**src/rtl/trng_bridge_pkg.sv**
```systemverilog
`default_nettype none
// +----------------------------------------------------------------------+
// | trng_bridge_pkg                                                      |
// | Shared constants and helpers for the TRNG read bridge.               |
// | Rev 1.0                                                              |
// +----------------------------------------------------------------------+
package trng_bridge_pkg;

   localparam int MODE_PULSE  = 0;
   localparam int MODE_STREAM = 1;
   localparam int DROP_CNT_W  = 16;

   // Occupancy needs one extra bit so that "completely full" is representable.
   function automatic int level_width(input int depth);
      return $clog2(depth) + 1;
   endfunction

endpackage
`default_nettype wire

```
**src/rtl/trng_sync_fifo.sv**
```systemverilog
`default_nettype none
// +----------------------------------------------------------------------+
// | trng_sync_fifo                                                       |
// | Single-clock show-ahead FIFO with explicit occupancy counter.        |
// | Rev 1.0                                                              |
// +----------------------------------------------------------------------+
module trng_sync_fifo
   import trng_bridge_pkg::*;
#(
   parameter int W     = 32,
   parameter int DEPTH = 16
)(
   input  logic                          clk,
   input  logic                          rst,
   input  logic                          wr_en,
   input  logic [W-1:0]                  wr_data,
   input  logic                          rd_en,
   output logic [W-1:0]                  rd_data,
   output logic [level_width(DEPTH)-1:0] level,
   output logic                          full,
   output logic                          empty
);

   localparam int c_AW    = $clog2(DEPTH);
   localparam int c_LVL_W = level_width(DEPTH);

   logic [W-1:0]       r_mem [DEPTH];
   logic [c_AW-1:0]    r_wr_ptr;
   logic [c_AW-1:0]    r_rd_ptr;
   logic [c_LVL_W-1:0] r_level;

   always_ff @(posedge clk) begin
      if (wr_en) begin
         r_mem[r_wr_ptr] <= wr_data;
      end
   end

   // Pointers wrap naturally because DEPTH is a power of two.
   always_ff @(posedge clk) begin
      if (rst) begin
         r_wr_ptr <= '0;
         r_rd_ptr <= '0;
         r_level  <= '0;
      end else begin
         if (wr_en) begin
            r_wr_ptr <= r_wr_ptr + 1'b1;
         end
         if (rd_en) begin
            r_rd_ptr <= r_rd_ptr + 1'b1;
         end
         case ({wr_en, rd_en})
            2'b10:   r_level <= r_level + 1'b1;
            2'b01:   r_level <= r_level - 1'b1;
            default: r_level <= r_level;
         endcase
      end
   end

   assign rd_data = r_mem[r_rd_ptr];
   assign level   = r_level;
   assign full    = (r_level == c_LVL_W'(DEPTH));
   assign empty   = (r_level == '0);

endmodule
`default_nettype wire

```
**src/rtl/trng_read_bridge.sv**
```systemverilog
`default_nettype none
// +----------------------------------------------------------------------+
// | trng_read_bridge                                                     |
// | Packs entropy words, buffers them and serves GPIO pulses or a stream.|
// | Rev 1.0                                                              |
// +----------------------------------------------------------------------+
module trng_read_bridge
   import trng_bridge_pkg::*;
#(
   parameter int IN_W         = 32,
   parameter int OUT_W        = 32,
   parameter int DEPTH        = 16,
   parameter int MODE         = 0,
   parameter int DROP_ON_FULL = 1,
   parameter int AF_THRESH    = 12
)(
   input  logic                          clk,
   input  logic                          rst,
   input  logic                          enable,
   input  logic                          in_valid,
   input  logic [IN_W-1:0]               in_data,
   output logic                          in_ready,
   input  logic                          read_req,
   input  logic                          out_ready,
   output logic [OUT_W-1:0]              out_data,
   output logic                          out_valid,
   output logic [level_width(DEPTH)-1:0] level,
   output logic                          empty,
   output logic                          almost_full,
   output logic [DROP_CNT_W-1:0]         drop_cnt,
   output logic                          underflow,
   input  logic                          clear_stats
);

   localparam int c_RATIO = OUT_W / IN_W;
   localparam int c_CNT_W = (c_RATIO > 1) ? $clog2(c_RATIO) : 1;
   localparam int c_LVL_W = level_width(DEPTH);
   localparam logic [c_CNT_W-1:0] c_LAST = c_CNT_W'(c_RATIO - 1);

   logic [c_CNT_W-1:0]    r_cnt;
   logic [OUT_W-1:0]      r_slots;
   logic                  r_req_d;
   logic [OUT_W-1:0]      r_out_data;
   logic                  r_out_valid;
   logic [DROP_CNT_W-1:0] r_drop_cnt;
   logic                  r_underflow;

   logic                  w_last;
   logic                  w_rdy;
   logic                  w_accept;
   logic                  w_push;
   logic                  w_drop;
   logic                  w_pop;
   logic                  w_edge;
   logic [OUT_W-1:0]      w_word;
   logic [OUT_W-1:0]      w_head;
   logic                  w_full;
   logic                  w_empty;
   logic [c_LVL_W-1:0]    w_level;

   assign w_last   = (r_cnt == c_LAST);
   assign w_rdy    = (DROP_ON_FULL != 0) ? enable : (enable & ~(w_last & w_full));
   assign in_ready = ~rst & w_rdy;
   assign w_accept = in_valid & in_ready;
   assign w_push   = w_accept & w_last & ~w_full;
   assign w_drop   = w_accept & w_last & w_full;
   assign w_edge   = read_req & ~r_req_d;

   // The completing input goes straight into the FIFO alongside the held slots.
   always_comb begin
      w_word = r_slots;
      w_word[r_cnt*IN_W +: IN_W] = in_data;
   end

   always_comb begin
      w_pop = 1'b0;
      if (MODE == MODE_STREAM) begin
         w_pop = (~r_out_valid | out_ready) & ~w_empty;
      end else begin
         w_pop = w_edge & ~w_empty;
      end
   end

   always_ff @(posedge clk) begin
      if (rst || !enable) begin
         r_cnt <= '0;
      end else if (w_accept) begin
         r_cnt <= w_last ? '0 : r_cnt + 1'b1;
      end
   end

   always_ff @(posedge clk) begin
      if (rst) begin
         r_slots <= '0;
      end else if (w_accept) begin
         r_slots[r_cnt*IN_W +: IN_W] <= in_data;
      end
   end

   always_ff @(posedge clk) begin
      if (rst) begin
         r_req_d <= 1'b0;
      end else begin
         r_req_d <= read_req;
      end
   end

   always_ff @(posedge clk) begin
      if (rst) begin
         r_out_data  <= '0;
         r_out_valid <= 1'b0;
      end else if (MODE == MODE_STREAM) begin
         if (w_pop) begin
            r_out_data  <= w_head;
            r_out_valid <= 1'b1;
         end else if (out_ready) begin
            r_out_valid <= 1'b0;
         end
      end else begin
         r_out_valid <= w_pop;
         if (w_pop) begin
            r_out_data <= w_head;
         end
      end
   end

   // Clearing takes priority over a coincident drop or underflow event.
   always_ff @(posedge clk) begin
      if (rst || clear_stats) begin
         r_drop_cnt  <= '0;
         r_underflow <= 1'b0;
      end else begin
         if (w_drop && (r_drop_cnt != '1)) begin
            r_drop_cnt <= r_drop_cnt + 1'b1;
         end
         if ((MODE != MODE_STREAM) && w_edge && w_empty) begin
            r_underflow <= 1'b1;
         end
      end
   end

   trng_sync_fifo #(
      .W     (OUT_W),
      .DEPTH (DEPTH)
   ) u_fifo (
      .clk     (clk),
      .rst     (rst),
      .wr_en   (w_push),
      .wr_data (w_word),
      .rd_en   (w_pop),
      .rd_data (w_head),
      .level   (w_level),
      .full    (w_full),
      .empty   (w_empty)
   );

   assign out_data    = r_out_data;
   assign out_valid   = r_out_valid;
   assign level       = w_level;
   assign empty       = w_empty;
   assign almost_full = (w_level >= c_LVL_W'(AF_THRESH));
   assign drop_cnt    = r_drop_cnt;
   assign underflow   = r_underflow;

endmodule
`default_nettype wire

```
**config.mk**
```make
export PLATFORM = sky130hd
export DESIGN_NAME = trng_read_bridge
export DESIGN_NICKNAME = d
export VERILOG_FILES = /design/src/rtl/trng_bridge_pkg.sv /design/src/rtl/trng_sync_fifo.sv /design/src/rtl/trng_read_bridge.sv
export SDC_FILE = /design/constraint.sdc
export NUM_CORES = 1
export LEC_CHECK = 0
export CORE_MARGIN = 2
export CORE_UTILIZATION = 50
export CTS_CLUSTER_SIZE = 24
export DETAILED_ROUTE_END_ITERATION = 12
export PLACE_DENSITY = 0.75
export SETUP_SLACK_MARGIN = 0.15
export SYNTH_ARGS = -nofsm -noshare
export SYNTH_HDL_FRONTEND = slang
export SYNTH_HIERARCHICAL = 1
export SYNTH_SLANG_ARGS = --single-unit
```
**constraint.sdc**
```tcl
create_clock -name clk -period 3.78 [get_ports clk]
set_input_delay 0.756 -clock clk [delete_from_list [all_inputs] [get_ports clk]]
set_output_delay 0.756 -clock clk [all_outputs]
set_load 0.02 [all_outputs]
```
==> results of run 1 <==
[registers in the layout, summed over array words and instances, names as in the netlist, named ones only]
signal,cells
u_fifo/r_mem,512
underflow,1
r_req_d,1
u_fifo/level,5
out_data,32
drop_cnt,16
out_valid,1
u_fifo/r_rd_ptr,4
u_fifo/r_wr_ptr,4
[worst min path at each step]
stage,to,slack [ps]
3_5_place_dp,out_data[22]$_SDFFE_PP0P_,450
5_1_grt,out_data[22]$_SDFFE_PP0P_,470
2_1_floorplan,register,480
6_report,out_data[22]$_SDFFE_PP0P_,450
3_3_place_gp,out_data[22]$_SDFFE_PP0P_,450
4_1_cts,out_data[22]$_SDFFE_PP0P_,450
[area by class of cell]
| class | count | area share (%) |
|---|---|---|
| flip-flops and latches | 580 | 64.64 |
| multi-input cells | 503 | 19.77 |
| well taps | 592 | 2.860 |
| clock buffers | 74 | 5.869 |
| inverters | 9 | 0.1304 |
| repair buffers | 134 | 5.362 |
| clock inverters | 30 | 1.372 |
[where the power goes]
group	switching [mW]	internal [mW]	total (mW)	leakage [nW]
Clock	2.31	3.37	5.68	0.912
Sequential	0.168	7.11	7.28	5.16
Combinational	1.21	1.23	2.45	2.04
Total	3.69	11.7	15.4	8.11
[kinds of logic (layout without fill, tap and decap cells)]
logic type                 count (synthesis)  in the layout
and+or+nand+nor                          218            218
adders and majority gates                 10             10
DFF                                      580            580
buffers and inverters                     71            247
xor gates and xnor gates                   9              9
muxes                                    133            133
AOI/OAI and AO/OA                        133            133
[stage by stage]
stage,std cells,power (mW)
6_report,1922,15.40
3_3_place_gp,1818,9.872
5_1_grt,1922,15.95
4_1_cts,1922,15.57
2_1_floorplan,1154,9.100
3_5_place_dp,1818,9.903
[cells in the mapped netlist, types with 6 or more instances]
cell / n / share of area, %
nor3_1: 6 / 0.14
nand3_1: 9 / 0.20
nor2_1: 24 / 0.41
xor2_1: 6 / 0.24
nand4_1: 8 / 0.23
buf_4: 9 / 0.31
ha_1: 10 / 0.57
buf_2: 10 / 0.23
inv_1: 9 / 0.15
or4_1: 8 / 0.27
a22oi_1: 64 / 2.2
dfxtp_1: 68 / 6.2
nand2_1: 112 / 1.9
edfxtp_1: 512 / 70
mux4_2: 128 / 13
buf_1: 12 / 0.20
a21oi_1: 46 / 1.0
clkbuf_1: 31 / 0.53
o31ai_1: 6 / 0.20
or3_1: 8 / 0.23
o21ai_0: 8 / 0.18
and2_1: 17 / 0.48
[per-layer routing]
layer | up-vias | GRT usage [%] | share of wire (%)
met2 | 434 | 33.18 | 50
li1 | 4942 | - | -
met1 | 5818 | 26.99 | 41
met4 | 2 | 6.389 | 2.4
met5 | - | 0 | 0.018
met3 | 75 | 3.816 | 6.8
[worst min-delay path, delay by kind of cell, from the launching register on]
kind,cells,cell delay (ps)
simple gates,1,50
flops,1,310
compound gates,1,50
==> impl_results.md, run 1 <==
- EDFF count, synth: 512
- First-pass GRT wire length: about 70000 microns
- Overflow after GRT: 0
- I/O pin cnt: 97
- Fin nets: roughly 1300
- CP top delay family: simple AND/OR/NAND/NOR gates
- Register area: roughly 17000 sq um
- Routed Antenna Nets: 0
- Synth async-reset ratio: 0%
- Synth Area in Simple Gates: approximately 4.8%
- DP Worst Slack: between 300 and 400 ps
- Commonest non-fill, non-tap cells in the layout: edfxtp_1, mux4_2, nand2_1
- Fmax: about 320 MHz
- Worst Max-Slew Pin Slew: around 1100 ps
- Pre-Repair DR Iteration Count: 5
- Worst Path Required: 4310 ps
- Worst-path fanout max: 9
- Max_cap viols: 0
- Routability congestion estimate: roughly 0.77
- Final worst slack: approximately 650 ps
- Hold slack: 453.2 ps
- Hold Buf Count CTS: 0
- Gate Count Post-Synth: about 1200
- Worst Hold Launch: out_data[22]$_SDFFE_PP0P_
- Total Neg Setup Slack: 0 ps
- Worst EP arrival: 3660 ps
- Layout cell share with drive strength beyond 1: 21.05%
- Crit path cell chain: or4_1, nor2_1, nor2_1, inv_1, ha_1, xor2_1, ha_1, o21ai_0, or3_1, a2111o_1, nand4_1
- Routed vias: approximately 11000
- Fin util: approximately three fifths
- Register area share after synthesis: 75.66%
- Post-Syn Area: 22120 sq um
- Initial antenna violation count: 1
- Final min period: approximately 3100 ps
- Clk root buf: clkbuf_16
- Ys flop type: edfxtp_1
- Die width: between 200 and 250 microns
- Post-CTS Setup Bufs: 0
- Fillers: around 3200
- H-tree lvl count: 2
- Cell Area, Placed: 24030 sq um
- FP Rows: 77
- CP Depth: 11
- Die Y: 214.3 microns
- WL per Instance: about 24 microns
- Area Overhead vs Synth: 17.10%
- Crit path buf inv count: 1
- Crit. Startpoint: u_fifo/level[1]$_SDFFE_PP0P_
- Synth unique cells: 45
- Worst setup path end: u_fifo/level[4]$_SDFFE_PP0P_
- Outcome: finished clean
- Xor and xnor fraction of the mapped netlist area: 0.3564%
- DR iter-0 viols: about 980
- Combinational family with the most area after synthesis: multiplexers
- Most common cell after layout, fill and taps aside: edfxtp_1
- Core area: around 44000 sq um
- Min-Delay Path Class: register to register
- Synth Area in Compound Gates: under 10%
- Post-DP HPWL: ~25000 microns
- Hold Vio Cnt, Final: 0
- Initial core utilization: roughly half
- Via density: 5.864
- Hold Path Stages: 2
- Final instance area: about 26000 sq um
- Pin count of the biggest net entering global routing: 67
- Synthesized Nets: 1203
- Slowest cell delay on critical path: 560 ps
- Vias in the first global route: between 10000 and 15000
- Worst skew pair latency: approximately 600 ps
- Synth Area in Adders: less than 1%
- PwrDens: between 500 and 600 nW/um^2
- Period utilization: roughly 83%
- Gr usage total: between 15 and 20%
- Mean post-synth cell area: roughly 19 sq um
- FF+latch count, synth: 580
- Critical Path End Type: register
- CP max stage cell: or4_1
- Slew headroom: between 20% and 30%
- Final WL: between 40000 and 50000 microns
- R2R Setup Slk: approximately 650 ps
- RSZ-0062 raised after global routing: no
- Worst setup SP type: register
- YS warnings: 6
- Multi-input combinational cell area: around 5100 sq um
- Total CTS buffers: 56
- DRC Markers: 0
- Critical path class: register to register
- # port buffers: 95
- VDD IR max: 0.0003313 V
- CTS max path bufs: 3
- Reg2reg path depth: 11
- Ant. Diodes: 0
- Final setup viols: 0
- Final slew viol count: 0
- R2R Path Start: u_fifo/level[1]$_SDFFE_PP0P_
- TritonCTS Sinks: just under 600
- Post-synthesis mux area share: about an eighth
- Fin Clk Skew: approximately 12 ps
- Total leakage power: 8.113 nW
- # resized after CTS: 0
- Worst r2r dst: u_fifo/level[4]$_SDFFE_PP0P_
- CTS tree: yes
- Die footprint: 45940 sq um
- Clock-pin slew on the worst setup and hold paths: approximately 60 ps
Note: power is estimated with default switching activity, not from simulation.
==> run 2: changes to the inputs <==
Clock period 3.78 ns to 3.05 ns, I/O delays scaled along.
==> impl_results.md, run 2 (same netlist as run 1, synthesis figures left out) <==
- Outcome: finished clean
- Vias in the first global route: 11715 (+1.6%)
- Commonest non-fill, non-tap cells in the layout: edfxtp_1, mux4_2, nand2_1
- Final instance area: 26220 sq um (+1.2%)
- Sequential Power Share: 47.8% (+0.5 points)
- Final slew viol count: 0 (unchanged)
- Ant. Diodes: 0 (unchanged)
- Slew headroom: 50.98% (+27 points)
- CTS max path bufs: 3 (unchanged)
- Routed Antenna Nets: 0 (unchanged)
- Slowest cell delay on critical path: 560 ps (about the same)
- Via density: 5.965 (+1.7%)
- DR iter-0 viols: 1213 (+23%)
- Core area: 43930 sq um (unchanged)
- CTS tree: yes
- Fin Clk Skew: 24.63 ps (+12.40 ps)
- Pin count of the biggest net entering global routing: 58 (-13%)
- Clk root buf: clkbuf_16
- Initial antenna violation count: 0 (-1)
- Post-DP HPWL: 27760 microns (+11%)
- Cell Area, Placed: 24420 sq um (+1.7%)
- Worst setup SP type: register
- Overflow after GRT: 0 (unchanged)
- Crit path top cell by count: nor2_1
- Worst Hold Launch: out_data[9]$_SDFFE_PP0P_
- # port buffers: 95 (unchanged)
- DRC Markers: 0 (unchanged)
- Combinational power share: 16.7% (+0.8 points)
- I/O pin cnt: 97 (unchanged)
- Critical Path End Type: register
- First-pass GRT wire length: 72690 microns (+4.2%)
- Switching power: 4.686 mW (+27%)
- Critical path class: register to register
- VDD IR max: 0.0005287 V (+60%)
- Max_cap viols: 0 (unchanged)
- TritonCTS Sinks: 580 (unchanged)
- Clk pwr share: 35.4% (-1.4 points)
- Final min period: 2719 ps (-416.2 ps)
- Period utilization: 89.13% (+6.2 points)
- WL per Instance: 24.66 microns (+4.3%)
- Total Neg Setup Slack: 0 ps (unchanged)
- Max reg flops: 512 (unchanged)
- R2R Path Start: u_fifo/level[0]$_SDFFE_PP0P_
- Hold Vio Cnt, Final: 0 (unchanged)
- PwrDens: 721.0 nW/um^2 (+21%)
- Hold endpoint: out_data[9]$_SDFFE_PP0P_
- Worst EP arrival: 3270 ps (-390 ps)
- Fmax: 367.8 MHz (+15%)
- Final setup viols: 0 (unchanged)
- H-tree lvl count: 2 (unchanged)
- Worst-path fanout max: 6 (-3)
- Crit path cell chain: or4_4, nor2_1, nor2_1, inv_1, ha_2, xor2_1, ha_1, o21ai_0, or3_1, a2111o_1, nand4_1
- Routability congestion estimate: 0.8022 (+3.6%)
- Clock-pin slew on the worst setup and hold paths: 60 ps (about the same)
- Total CTS buffers: 57 (+1.8%)
- Reg2reg path depth: 11 (unchanged)
- Min-Delay Path Class: register to register
- Crit path buf inv count: 1 (unchanged)
- Die footprint: 45940 sq um (unchanged)
- FP Rows: 77 (unchanged)
- Fin nets: 1363 (+2.3%)
- Pre-Repair DR Iteration Count: 5 (unchanged)
- Worst skew pair latency: 610 ps (about the same)
- CP top delay family: simple AND/OR/NAND/NOR gates
- RSZ-0062 raised after global routing: no
- Final WL: 48190 microns (+6.0%)
- Area Overhead vs Synth: 18.55%
- Sw Share: 24.79% (+0.83 points)
- P_int: 14.22 mW (+21%)
- Die Y: 214.3 microns (unchanged)
- Top reg by flops: u_fifo/r_mem
- Total leakage power: 8.263 nW (+1.9%)
- Routed vias: 11656 (+3.4%)
- Worst Max-Slew Pin Slew: 735.3 ps (-406.0 ps)
- Layout cell share with drive strength beyond 1: 23.64% (+2.6 points)
- Die width: 214.3 microns (unchanged)
- Worst Path Required: 3600 ps (-710 ps)
- CP max stage cell: or4_4
- R2R Setup Slk: 330 ps (-310 ps)
- Gr usage total: 21.17% (+1.2 points)
- Hold slack: 452.4 ps (-0.7720 ps)
- Hold Path Stages: 2 (unchanged)
- Worst r2r dst: u_fifo/level[4]$_SDFFE_PP0P_
- Most common cell after layout, fill and taps aside: edfxtp_1
- Initial core utilization: 50.35% (unchanged)
## run 2: worst register-to-register path: stages (launching register included)
cell and delay [ps]:
dfxtp_4 370, or4_4 560, nor2_1 140, nor2_1 90, inv_1 80, ha_2 210, xor2_1 160, ha_1 190
o21ai_0 80, or3_1 340, a2111o_1 380, nand4_1 70
## run 2: area by class of cell
type / count / area, sq um
multi-input cells: 503 / 5142
clock inverters: 21 / 176.4
flip-flops and latches: 580 / 16750
repair buffers: 163 / 1755
inverters: 9 / 33.78
well taps: 592 / 740.7
fillers: 3170 / 17710
clock buffers: 86 / 1625
## run 2: power groups by stage
stage / Sequential (mW) / Combinational (mW) / Clock, mW
after floorplan: 9.24 / 2.12 / 0
after global placement: 9.20 / 3.17 / 0
after detailed placement: 9.21 / 3.22 / 0
after CTS: 9.05 / 3.21 / 6.84
after global routing: 9.07 / 3.42 / 7.12
final: 9.04 / 3.17 / 6.70
## run 2: what timing repair did
item	4_1_cts	5_1_grt
resized for setup	1	0
endpoints found under the setup margin	1	0
hold buffers	0	0
setup buffers	0	0
## run 2: worst max path at each step
| stage | end | from | cells past startpoint | slack (ps) |
|---|---|---|---|---|
| 5_1_grt | u_fifo/level[4]$_SDFFE_PP0P_ | u_fifo/level[0]$_SDFFE_PP0P_ | 11 | 200 |
| 4_1_cts | u_fifo/level[4]$_SDFFE_PP0P_ | u_fifo/level[0]$_SDFFE_PP0P_ | 11 | 330 |
| 3_5_place_dp | u_fifo/level[4]$_SDFFE_PP0P_ | enable | 12 | 50 |
| 3_3_place_gp | u_fifo/level[4]$_SDFFE_PP0P_ | enable | 12 | 80 |
| 6_report | u_fifo/level[4]$_SDFFE_PP0P_ | u_fifo/level[0]$_SDFFE_PP0P_ | 11 | 330 |
| 2_1_floorplan | u_fifo/level[4]$_SDFFE_PP0P_ | u_fifo/level[0]$_SDFFE_PP0P_ | 13 | 40 |
## run 2: routing by layer
layer	up-vias	global-route usage [%]	wire length, microns
li1	5020	-	-
met1	6132	29.48	20020
met2	453	35.11	24130
met3	51	3.475	3154
met4	0	5.833	881
met5	-	0	0
## run 2: metrics by stage
stage,total power [mW],setup WS (ps),util (%),std cells
after floorplan,11.36,37.28,-,1154
after global placement,12.38,82.80,55.59,1847
after detailed placement,12.43,48.25,55.59,1847
after CTS,19.10,325.3,59.69,1954
after global routing,19.61,200.1,59.69,1954
final,18.91,331.4,59.69,1954
